==> src/rtl/tx_frame_scheduler.sv <==
// Round-robin scheduler sharing the RMII byte-to-dibit serializer between two frame sources.
// Each granted frame is sent as preamble, SFD and payload, followed by the inter-frame gap.
module tx_frame_scheduler #(
  parameter int unsigned BYTE_LEN        = 8,
  parameter int unsigned PREAMBLE_BYTES  = 7,
  parameter int unsigned IFG_BYTES       = 12,
  parameter int unsigned MAX_FRAME_BYTES = 1518
) (
  input  logic                  clk,
  input  logic                  reset,
  input  logic [1:0]            req,
  output logic [1:0]            gnt,
  input  logic [2*BYTE_LEN-1:0] in_data,
  input  logic [1:0]            in_valid,
  input  logic [1:0]            in_last,
  output logic [1:0]            in_ready,
  input  logic                  ser_ready,
  output logic [BYTE_LEN-1:0]   ser_data,
  output logic                  ser_inclk,
  output logic                  ser_done,
  output logic                  busy,
  output logic                  abort
);

  localparam int unsigned CNT_W   = $clog2(MAX_FRAME_BYTES + 1);
  localparam int unsigned IFG_CYC = IFG_BYTES * BYTE_LEN / 2 + BYTE_LEN / 2;
  localparam int unsigned GAP_W   = $clog2(IFG_CYC + 1);

  localparam logic [BYTE_LEN-1:0] PRE_BYTE = {(BYTE_LEN/2){2'b01}};
  localparam logic [BYTE_LEN-1:0] SFD_BYTE = PRE_BYTE | {1'b1, {(BYTE_LEN-1){1'b0}}};

  typedef enum logic [2:0] {
    S_IDLE,
    S_PRE,
    S_SFD,
    S_PAY,
    S_IFG
  } state_t;

  state_t              r_state;
  logic                r_ptr;
  logic                r_sel;
  logic [CNT_W-1:0]    r_cnt;
  logic [GAP_W-1:0]    r_gap;
  logic [1:0]          r_gnt;
  logic [1:0]          r_in_ready;
  logic [BYTE_LEN-1:0] r_ser_data;
  logic                r_ser_inclk;
  logic                r_ser_done;
  logic                r_busy;
  logic                r_abort;

  logic                w_slot;
  logic                w_pick;
  logic                w_valid;
  logic                w_last;
  logic [BYTE_LEN-1:0] w_byte;
  logic [1:0]          w_sel_oh;

  // A slot needs an idle serializer and no strobe already in flight this cycle.
  assign w_slot   = ser_ready & ~r_ser_inclk;
  assign w_pick   = req[r_ptr] ? r_ptr : ~r_ptr;
  assign w_valid  = in_valid[r_sel];
  assign w_last   = in_last[r_sel];
  assign w_byte   = r_sel ? in_data[2*BYTE_LEN-1:BYTE_LEN] : in_data[BYTE_LEN-1:0];
  assign w_sel_oh = r_sel ? 2'b10 : 2'b01;

  always_ff @(posedge clk) begin
    if (!reset) begin
      r_state     <= S_IDLE;
      r_ptr       <= 1'b0;
      r_sel       <= 1'b0;
      r_cnt       <= '0;
      r_gap       <= '0;
      r_gnt       <= 2'b00;
      r_in_ready  <= 2'b00;
      r_ser_data  <= '0;
      r_ser_inclk <= 1'b0;
      r_ser_done  <= 1'b0;
      r_busy      <= 1'b0;
      r_abort     <= 1'b0;
    end else begin
      r_ser_inclk <= 1'b0;
      r_in_ready  <= 2'b00;
      r_ser_done  <= 1'b0;
      r_abort     <= 1'b0;
      case (r_state)
        S_IDLE: begin
          if (|req) begin
            r_sel   <= w_pick;
            r_ptr   <= ~w_pick;
            r_gnt   <= w_pick ? 2'b10 : 2'b01;
            r_cnt   <= '0;
            r_busy  <= 1'b1;
            r_state <= S_PRE;
          end
        end
        S_PRE: begin
          if (w_slot) begin
            r_ser_inclk <= 1'b1;
            r_ser_data  <= PRE_BYTE;
            if (r_cnt == CNT_W'(PREAMBLE_BYTES - 1)) begin
              r_cnt   <= '0;
              r_state <= S_SFD;
            end else begin
              r_cnt <= r_cnt + CNT_W'(1);
            end
          end
        end
        S_SFD: begin
          if (w_slot) begin
            r_ser_inclk <= 1'b1;
            r_ser_data  <= SFD_BYTE;
            r_cnt       <= '0;
            r_state     <= S_PAY;
          end
        end
        S_PAY: begin
          // Every payload slot either loads a byte or ends the frame on underrun.
          if (w_slot) begin
            if (w_valid) begin
              r_ser_inclk <= 1'b1;
              r_ser_data  <= w_byte;
              r_in_ready  <= w_sel_oh;
              r_cnt       <= r_cnt + CNT_W'(1);
              if (w_last || (r_cnt == CNT_W'(MAX_FRAME_BYTES - 1))) begin
                r_ser_done <= 1'b1;
                r_abort    <= ~w_last;
                r_gnt      <= 2'b00;
                r_gap      <= GAP_W'(IFG_CYC - 1);
                r_state    <= S_IFG;
              end
            end else begin
              r_ser_done <= 1'b1;
              r_abort    <= 1'b1;
              r_gnt      <= 2'b00;
              r_gap      <= GAP_W'(IFG_CYC - 1);
              r_state    <= S_IFG;
            end
          end
        end
        S_IFG: begin
          if (r_gap == '0) begin
            r_busy  <= 1'b0;
            r_state <= S_IDLE;
          end else begin
            r_gap <= r_gap - GAP_W'(1);
          end
        end
        default: begin
          r_busy  <= 1'b0;
          r_gnt   <= 2'b00;
          r_state <= S_IDLE;
        end
      endcase
    end
  end

  assign gnt       = r_gnt;
  assign in_ready  = r_in_ready;
  assign ser_data  = r_ser_data;
  assign ser_inclk = r_ser_inclk;
  assign ser_done  = r_ser_done;
  assign busy      = r_busy;
  assign abort     = r_abort;

endmodule

==> config.mk <==
export PLATFORM = sky130hd
export DESIGN_NAME = tx_frame_scheduler
export DESIGN_NICKNAME = d
export VERILOG_FILES = /design/src/rtl/tx_frame_scheduler.sv
export SDC_FILE = /design/constraint.sdc
export NUM_CORES = 1
export LEC_CHECK = 0
export ABC_AREA = 1
export BUFFER_PORTS_ARGS = -buffer_cell sky130_fd_sc_hd__buf_4
export CORE_ASPECT_RATIO = 1.25
export CORE_UTILIZATION = 44
export CTS_CLUSTER_DIAMETER = 40
export DETAILED_ROUTE_END_ITERATION = 16
export GPL_TIMING_DRIVEN = 1
export PLACE_DENSITY = 0.73
export SLEW_MARGIN = 10
export SYNTH_ARGS = -nofsm -noshare
export SYNTH_HDL_FRONTEND = slang
export SYNTH_SLANG_ARGS = --single-unit
==> constraint.sdc <==
create_clock -name clk -period 2.1 [get_ports clk]
set_clock_uncertainty 0.15 [all_clocks]
set_input_delay 0.105 -clock clk [delete_from_list [all_inputs] [get_ports clk]]
set_output_delay 0.105 -clock clk [all_outputs]
set_load 0.03 [all_outputs]
==> flow_metrics.py, run 1 <==
metrics = {
    "run_status": {
        "status": "complete, but fails checks",
        "violations": "negative hold slack",
    },
    "grt": {
        "grt_pass1_vias": 2028,
        "grt_use_total_pct": 22.1,
        "grt_util_met2_pct": 41.0,
        "grt_start_max_net_pins": 17,
        "use_met1_pct": 24.4,
        "gr-usage-met3_pct": 4.60,
        "antenna_found_initial": 0,
        "grt.busiest_layer": "met2",
        "grt_pass1_wl_um": 8760,
        "grt_overflow": 0,
    },
    "cells_and_area": {
        "drive_gt1_share_pct": 17.6,
        "layout_common_cells": "95 x nand2_1, 45 x nor2_1, 41 x buf_4, 38 x dfxtp_1, 30 x inv_1",
        "final_core_util_pct": 59.0,
        "final_nets": 398,
        "fin_area_um2": 2630,
        "area_growth_pct": 26.2,
        "fillers": 414,
        "layout_commonest_cell": "nand2_1",
        "final_cells": 427,
        "antennaDiodeCount": 0,
    },
    "power": {
        "power.leakage_nw": 1.22,
        "combPwrFrac_pct": 45.3,
        "pwr-share-clk_pct": 20.9,
        "p_per_area_nw_per_um2": 1110,
        "swShare_pct": 42.9,
        "vdd_drop_max_mv": 0.629,
        "intPower_mw": 1.67,
        "power.switching_mw": 1.25,
        "p_seq_share_pct": 33.8,
    },
    "yosys": {
        "synth_simple_gate_area_share_pct": 39.4,
        "synth-seq-cells": 38,
        "synth_top_family_by_area": "simple AND/OR/NAND/NOR gates",
        "synthMuxAreaShare_pct": 0,
        "post_synth_fa_ha_maj_area_fraction_pct": 3.00,
        "synthCells": 316,
        "yosysWarningCount": 0,
        "synth_cell_type_count": 30,
        "synth_seq_area_share_pct": 36.5,
        "synth_compound_area_share_pct": 11.1,
        "synthXorXnorAreaFrac_pct": 1.68,
        "syn_nets": 346,
        "syn_area_per_cell_um2": 6.59,
        "syn_area_um2": 2080,
    },
    "timing": {
        "fmaxAchievable_ghz": 0.531,
        "slew_viol_final": 0,
        "hold_violations": 1,
        "period_share_pct": 89.6,
        "rsz0062_at_grt": "false",
        "tightestPinTransition_ns": 0.508,
        "finalSetupViolCount": 0,
        "fin_hold_ws_ns": -0.00357,
        "max_slew_margin_pct": 66.1,
        "min_period_ns": 1.88,
        "timing.setup.tns_ns": 0,
    },
    "worst_setup_path": {
        "path_cells": "inv_2 -> nand2_1 -> nand2_1 -> nand2_4 -> nand3_4 -> inv_4 -> nand3_1 -> nand2_1 -> nor2_1",
        "cpMaxStageDelayCell": "dfxtp_1",
        "cp-start-kind": "flip-flop",
        "path_buf_inv": 2,
        "critical_path_class": "flip-flop to flip-flop",
        "crit_path_frequent_cell": "nand2_1",
        "crit_family": "simple AND/OR/NAND/NOR gates",
        "arrival_ns": 1.91,
        "cp.required_ns": 2.13,
        "crit_path_max_fanout": 14,
        "slowest_delay_ns": 0.51,
        "endpoint_kind": "flip-flop",
    },
    "drt": {
        "drt-total-wl_um": 5000,
        "wl_per_cell_um": 11.7,
        "ant_nets": 0,
        "vias": 2080,
        "drt_pass1_iterations": 4,
        "drc_errors": 0,
        "via_per_inst": 4.87,
        "drtIter0Drc": 87,
    },
    "floorplan": {
        "num_rows": 27,
        "fp.coreArea_um2": 4460,
        "die-area_um2": 5020,
        "start_util_pct": 46.7,
        "ios": 41,
        "die_h_um": 78.9,
        "die_x_um": 63.5,
    },
    "cts": {
        "clock_sinks": 38,
        "numCtsBuffers": 5,
        "cts_tree": "built",
        "cts_max_path_buffers": 2,
        "clk_pin_slew_worst_paths_ns": 0.08,
        "cts.repair.resized": 0,
        "clk_latency_ns": 0.29,
        "cts_max_level": 2,
        "clockRootBuffer": "clkbuf_8",
    },
    "worst_hold_path": {
        "hp-class": "input pin to flip-flop",
    },
    "placed_design": {
        "dp.cells": 409,
        "hpwl_um": 3600,
        "io_buffers": 40,
        "gp_congestion": 0.922,
        "postPlaceCellArea_um2": 2420,
    },
    "job": {
        "cap_violations": 0,
    },
}
==> kinds of logic (layout without fill, tap and decap cells) <==
logic type / count (synthesis) / after routing
XOR/XNOR: 4 / 4
flip-flops: 38 / 38
buffers and inverters: 41 / 94
adder cells (fa/ha/maj): 5 / 5
AO/OA/AOI/OAI: 44 / 44
AND/OR/NAND/NOR: 184 / 184
==> worst min-delay path: stages <==
cell and delay, ns:
buf_4 0.08, a21oi_1 0.06, a31oi_1 0.15
==> worst paths after layout <==
kind / cells after the start / slack (ns) / to / from
max: 9 / 0.22 / r_cnt[3] / r_sel
min: 3 / -0.004 / ser_data[4] / in_data[4]
max reg2reg: 9 / 0.22 / r_cnt[3] / r_sel
min reg2reg: 2 / 0.32 / gnt[1] / gnt[1]
==> registers in the layout, indices dropped and copies added, names as in the netlist <==
register / flops
r_cnt: 11
ser_data: 8
r_gap: 6
r_state: 3
gnt: 2
in_ready: 2
abort: 1
busy: 1
r_ptr: 1
r_sel: 1
ser_done: 1
ser_inclk: 1
==> layer usage <==
metal,share of wire [%],vias to the layer above
li1,-,1106
met1,44,909
met2,50,55
met3,4.4,10
met4,1.9,0
met5,0,-
==> cell type report <==
type / instances / area, um2 / area share, %
well taps: 58 / 72.6 / 2.76
multi-input cells: 237 / 1150 / 43.7
inverters: 35 / 134 / 5.09
clock buffers: 7 / 76.3 / 2.90
clock inverters: 1 / 30.0 / 1.14
flip-flops and latches: 38 / 761 / 28.9
repair buffers: 51 / 408 / 15.5
==> power by group through the flow <==
stage	combinational [mW]	sequential, mW	clock, mW
after CTS	1.32	0.986	0.620
after detailed placement	1.30	0.998	0
after global routing	1.49	1.01	0.653
after global placement	1.29	0.998	0
after floorplan	0.868	1.13	0
final	1.33	0.989	0.611
==> Yosys cell counts <==
cell | count | share of area (%)
dfxtp_1 | 38 | 37
ha_1 | 5 | 3.0
nand4_1 | 1 | 0.30
or2_2 | 3 | 0.90
nor2_4 | 1 | 0.54
a21oi_1 | 24 | 5.8
o21bai_1 | 2 | 0.72
inv_2 | 4 | 0.72
nor2_2 | 2 | 0.60
xnor2_1 | 1 | 0.42
xor2_1 | 3 | 1.3
inv_1 | 30 | 5.4
buf_2 | 2 | 0.48
nand2_1 | 95 | 17
nor3_1 | 8 | 1.9
nand3_2 | 2 | 0.96
nand3_4 | 2 | 1.7
o21ai_0 | 11 | 2.6
nand2_4 | 1 | 0.54
nand3_1 | 20 | 4.8
buf_6 | 2 | 1.1
nor2_8 | 1 | 0.96
o21ai_1 | 3 | 0.72
inv_4 | 1 | 0.30
nor2_1 | 45 | 8.1
nand2_2 | 1 | 0.30
and3_1 | 1 | 0.30
nand3b_1 | 1 | 0.36
clkbuf_1 | 2 | 0.36
a31oi_1 | 4 | 1.2
==> metrics by stage <==
stage,worst slack [ns],power [mW]
CTS,0.223,2.93
global placement,0.296,2.28
finish,0.217,2.93
detailed placement,0.240,2.29
floorplan,0.591,2.00
global route,0.00847,3.16
==> what timing repair did <==
action | CTS | global route
endpoints found under the hold margin | 13 | 0
setup buffers | 0 | 0
hold buffers | 10 | 0
No activity file was read; power rests on OpenSTA's default activity.
==> inputs of run 2 (changes only) <==
--- a/config.mk
+++ b/config.mk
@@ -7,12 +7,14 @@
 export LEC_CHECK = 0
 export ABC_AREA = 1
 export BUFFER_PORTS_ARGS = -buffer_cell sky130_fd_sc_hd__buf_4
+export CELL_PAD_IN_SITES_DETAIL_PLACEMENT = 1
+export CELL_PAD_IN_SITES_GLOBAL_PLACEMENT = 1
 export CORE_ASPECT_RATIO = 1.25
-export CORE_UTILIZATION = 44
+export CORE_UTILIZATION = 38
 export CTS_CLUSTER_DIAMETER = 40
 export DETAILED_ROUTE_END_ITERATION = 16
 export GPL_TIMING_DRIVEN = 1
-export PLACE_DENSITY = 0.73
+export PLACE_DENSITY = 0.86
 export SLEW_MARGIN = 10
 export SYNTH_ARGS = -nofsm -noshare
 export SYNTH_HDL_FRONTEND = slang
==> constraint.sdc (replaced) <==
create_clock -name clk -period 2.1 [get_ports clk]
set_clock_uncertainty 0.15 [all_clocks]
set_input_delay 0.315 -clock clk [delete_from_list [all_inputs] [get_ports clk]]
set_output_delay 0.315 -clock clk [all_outputs]
set_load 0.03 [all_outputs]
==> run 2 against run 1 <==
  * Final area is 4.5% lower
  * Hold slack better by 0.12 ns
  * Global-route usage is 2.5 points higher
  * Highest routed layer unchanged
  * Critical endpoint is now r_cnt[6]
  * Combinational power is 3% higher
  * Count of clock-buffer cells in the layout is 1 lower
  * Sequential cell count stayed put
  * Sequential power hardly changed
  * Via count is 3.9% higher
  * The run now ends clean
  * Non-clock buffer count is 10 lower
  * First-iteration DRC count is 38% lower
  * Final cell count is 1.9% lower
==> flow_metrics.py, run 2 (synthesis gave the netlist of run 1 again) <==
metrics = {
    "run_status": {
        "status": "complete, no violations",
    },
    "timing": {
        "finalSetupViolCount": 0,
        "hold_violations": 0,
        "rsz0062_at_grt": "false",
        "max_slew_margin_pct": 62.1,
        "min_period_ns": 1.89,
        "tightestPinTransition_ns": 0.568,
        "fmaxAchievable_ghz": 0.530,
        "slew_viol_final": 0,
        "timing.setup.tns_ns": 0,
        "finalWorstSetupSlack_ns": 0.214,
        "period_share_pct": 89.8,
    },
    "placed_design": {
        "place_ws_ns": 0.268,
        "hpwl_um": 4580,
        "io_buffers": 40,
        "gp_congestion": 0.818,
    },
    "floorplan": {
        "ios": 41,
        "die_h_um": 84.8,
        "num_rows": 29,
        "die-area_um2": 5780,
        "fp.coreArea_um2": 5190,
        "die_x_um": 68.2,
        "start_util_pct": 40.1,
    },
    "worst_hold_path": {
        "hp-class": "input pin to flip-flop",
    },
    "cts": {
        "clk_latency_ns": 0.30,
        "numCtsBuffers": 5,
        "clock_sinks": 38,
        "cts.repair.resized": 0,
        "cts_max_path_buffers": 2,
        "cts_max_level": 2,
        "clockRootBuffer": "clkbuf_8",
        "clk_pin_slew_worst_paths_ns": 0.07,
        "ctsHoldBuffers": 0,
        "post_cts_buffers": 0,
        "cts_tree": "built",
    },
    "job": {
        "cap_violations": 0,
    },
    "worst_setup_path": {
        "cp.required_ns": 2.13,
        "cpMaxStageDelayCell": "dfxtp_1",
        "crit_path_max_fanout": 14,
        "endpoint_kind": "flip-flop",
        "arrival_ns": 1.92,
        "cp-start-kind": "flip-flop",
        "critical_path_class": "flip-flop to flip-flop",
        "crit_path_frequent_cell": "nor2_1",
        "path_cells": "nor2_1 -> nor2_1 -> nand2_1 -> nand3_4 -> inv_4 -> nand3_1 -> nand2_1 -> nor2_1",
        "slowest_delay_ns": 0.35,
    },
    "cells_and_area": {
        "seq_area_um2": 761,
        "layout_commonest_cell": "nand2_1",
        "drive_gt1_share_pct": 18.2,
        "multi_input_area_um2": 1150,
        "fillers": 731,
        "area_growth_pct": 20.5,
        "largest_reg_flops": 11,
        "regMostFlops": "r_cnt",
        "final_nets": 388,
        "antennaDiodeCount": 0,
        "layout_common_cells": "95 x nand2_1, 45 x nor2_1, 41 x buf_4, 38 x dfxtp_1, 30 x inv_1",
    },
    "drt": {
        "vias": 2161,
        "wl_per_cell_um": 14.6,
        "drc_errors": 0,
        "via_per_inst": 5.16,
        "drtIter0Drc": 54,
        "ant_nets": 0,
        "drt_pass1_iterations": 4,
        "drt-total-wl_um": 6130,
    },
    "power": {
        "p_per_area_nw_per_um2": 1140,
        "vdd_drop_max_mv": 0.567,
        "power.leakage_nw": 1.16,
    },
    "grt": {
        "grt_pass1_wl_um": 10600,
        "grt_start_max_net_pins": 17,
        "grt_use_total_pct": 24.6,
        "grt_overflow": 0,
        "antenna_found_initial": 0,
        "grt_pass1_vias": 2303,
    },
}
## run 2: cell types whose count changed in the layout (fill, tap and decap cells not counted), sizes merged
cell and change:
bufinv -1, clkbuf -1, dlygate4sd3 -10
## run 2: layout make-up
cell class	count	area share [%]
clock buffers	6	3.29
inverters	35	5.33
multi-input cells	237	45.7
flip-flops and latches	38	30.3
well taps	62	3.09
repair buffers	41	12.3
## run 2: routing by layer
metal / GRT usage, % / share of wire [%] / up-vias
li1: - / - / 1082
met1: 27.7 / 42 / 1026
met2: 43.5 / 53 / 45
met3: 5.57 / 3.3 / 8
met4: 8.71 / 1.7 / 0
met5: 0 / 0 / -
## run 2: worst paths after layout
kind / end / slack (ns) / startpoint / cells past startpoint
hold / removal: in_ready[0] / 0.12 / in_valid[0] / 3
setup reg to reg: r_cnt[6] / 0.21 / r_state[1] / 8
hold reg to reg: busy / 0.32 / busy / 2
setup / recovery: r_cnt[6] / 0.21 / r_state[1] / 8
## run 2: metrics by stage
stage	total power, mW	cells	cell area (um2)	util (%)	hold WS [ns]
after floorplan	2.00	316	2080	-	0.303
after global routing	3.10	419	2510	48.4	0.118
after CTS	2.90	419	2510	48.4	0.119
after detailed placement	2.36	413	2430	46.8	0.315
final	2.87	419	2510	48.4	0.121
after global placement	2.31	413	2430	46.8	0.303
## run 2: power by group
| part | total [mW] | switching, mW | internal (mW) |
|---|---|---|---|
| logic | 1.37 | 0.932 | 0.435 |
| registers | 0.986 | 0.116 | 0.870 |
| clock network | 0.520 | 0.267 | 0.254 |
| total | 2.87 | 1.31 | 1.56 |
## run 2: critical path, delay by kind of cell (launching register included)
| family | cells | cell delay [ns] |
|---|---|---|
| DFF | 1 | 0.35 |
| and+or+nand+nor | 7 | 1.09 |
| buffers and inverters | 1 | 0.19 |
==> inputs of run 3 (changes only) <==
--- a/config.mk
+++ b/config.mk
@@ -15,6 +15,7 @@
 export DETAILED_ROUTE_END_ITERATION = 16
 export GPL_TIMING_DRIVEN = 1
 export PLACE_DENSITY = 0.86
+export REMOVE_ABC_BUFFERS = 1
 export SLEW_MARGIN = 10
 export SYNTH_ARGS = -nofsm -noshare
 export SYNTH_HDL_FRONTEND = slang
==> run 3 against run 2 <==
  * Final area decreased by 0.15%
  * Count of clock-buffer cells in the layout decreased by 1
  * Sequential power decreased by 1%
  * Sequential cell count stayed put
==> flow_metrics.py, run 3 (synthesis gave the netlist of run 1 again) <==
metrics = {
    "worst_hold_path": {
        "hp-class": "input pin to flip-flop",
    },
    "grt": {
        "antenna_found_initial": 0,
        "grt_use_total_pct": 22.1,
        "grt_pass1_wl_um": 9720,
        "use_met1_pct": 23.3,
        "grt_util_met2_pct": 41.5,
        "grt.busiest_layer": "met2",
        "gr-usage-met3_pct": 4.08,
        "grt_start_max_net_pins": 17,
        "grt_pass1_vias": 2243,
        "grt_overflow": 0,
    },
    "timing": {
        "finalSetupViolCount": 0,
        "period_share_pct": 90.1,
        "rsz0062_at_grt": "false",
        "hold_violations": 0,
        "min_period_ns": 1.89,
        "timing.setup.tns_ns": 0,
        "tightestPinTransition_ns": 0.568,
        "finalWorstSetupSlack_ns": 0.207,
        "slew_viol_final": 0,
        "fmaxAchievable_ghz": 0.528,
        "max_slew_margin_pct": 62.1,
    },
    "cells_and_area": {
        "final_nets": 388,
        "final_core_util_pct": 48.3,
        "final_cells": 420,
        "regMostFlops": "r_cnt",
        "drive_gt1_share_pct": 18.4,
        "layout_common_cells": "95 x nand2_1, 45 x nor2_1, 41 x buf_4, 38 x dfxtp_1, 30 x inv_1",
        "antennaDiodeCount": 0,
        "area_growth_pct": 20.4,
        "largest_reg_flops": 11,
        "layout_commonest_cell": "nand2_1",
    },
    "cts": {
        "cts_max_level": 2,
        "cts.repair.resized": 0,
        "clock_sinks": 38,
        "clk_pin_slew_worst_paths_ns": 0.08,
        "numCtsBuffers": 5,
        "cts_tree": "built",
        "cts_max_path_buffers": 2,
        "clk_latency_ns": 0.29,
        "post_cts_buffers": 0,
        "ctsHoldBuffers": 0,
        "clockRootBuffer": "clkbuf_8",
    },
    "power": {
        "vdd_drop_max_mv": 0.467,
        "p_per_area_nw_per_um2": 1120,
        "power.leakage_nw": 1.17,
        "power.total_mw": 2.82,
    },
    "drt": {
        "drt_pass1_iterations": 4,
        "via_per_inst": 5.08,
        "drt-total-wl_um": 5810,
        "drtIter0Drc": 92,
        "ant_nets": 0,
        "vias": 2134,
        "drc_errors": 0,
        "wl_per_cell_um": 13.8,
    },
    "worst_setup_path": {
        "cpMaxStageDelayCell": "dfxtp_1",
        "critical_path_class": "flip-flop to flip-flop",
        "crit_path_frequent_cell": "nor2_1",
        "cp-start-kind": "flip-flop",
        "endpoint_kind": "flip-flop",
        "crit_path_max_fanout": 14,
        "path_cells": "nor2_1 -> nor2_1 -> nand2_1 -> nand3_4 -> inv_4 -> nand3_1 -> nand2_1 -> nor2_1",
        "cp.required_ns": 2.12,
        "arrival_ns": 1.92,
        "slowest_delay_ns": 0.34,
    },
    "floorplan": {
        "die_x_um": 68.2,
        "num_rows": 29,
        "die-area_um2": 5780,
        "die_h_um": 84.8,
        "start_util_pct": 40.1,
        "fp.coreArea_um2": 5190,
        "ios": 41,
    },
    "placed_design": {
        "io_buffers": 40,
        "place_ws_ns": 0.223,
        "hpwl_um": 4430,
        "dp.cells": 413,
        "gp_congestion": 0.830,
    },
    "run_status": {
        "status": "complete, no violations",
    },
    "job": {
        "cap_violations": 0,
    },
}
## run 3: worst paths after layout
| check | depth (start not counted) | start | endpoint | slack, ns |
|---|---|---|---|---|
| hold reg to reg | 2 | gnt[0] | gnt[0] | 0.32 |
| setup / recovery | 8 | r_state[1] | r_cnt[2] | 0.21 |
| hold / removal | 3 | in_valid[1] | in_ready[1] | 0.12 |
| setup reg to reg | 8 | r_state[1] | r_cnt[2] | 0.21 |
## run 3: layout make-up
cell class	instances	area, um2
sequential	38	761
clock inverter	2	10.0
tap	62	77.6
multi-input combinational	237	1150
clock buffer	5	68.8
timing repair buffer	41	308
fill	716	2680
inverter	35	134
## run 3: metrics by stage
stage	hold slack, ns	cell area [um2]
final	0.122	2510
after global routing	0.118	2510
after CTS	0.114	2510
after detailed placement	0.308	2430
after global placement	0.299	2430
after floorplan	0.285	2040
## run 3: critical path: cells and delay by family, from the launching register on
kind          cells  cell delay (ns)
flops             1             0.34
simple gates      7             1.10
buf+inv           1             0.19
## run 3: power breakdown
part           leakage (nW)  switching (mW)  internal (mW)
Combinational         0.812           0.927          0.434
Clock                0.0438           0.261          0.223
Sequential            0.310           0.104          0.870
Total                  1.17            1.29           1.53
## run 3: per-layer routing
metal	share of wire, %	wire, um	up-vias
li1	-	-	1084
met1	41	2380	1006
met2	54	3150	35
met3	3.3	190	9
met4	1.7	96	0
met5	0	0	-
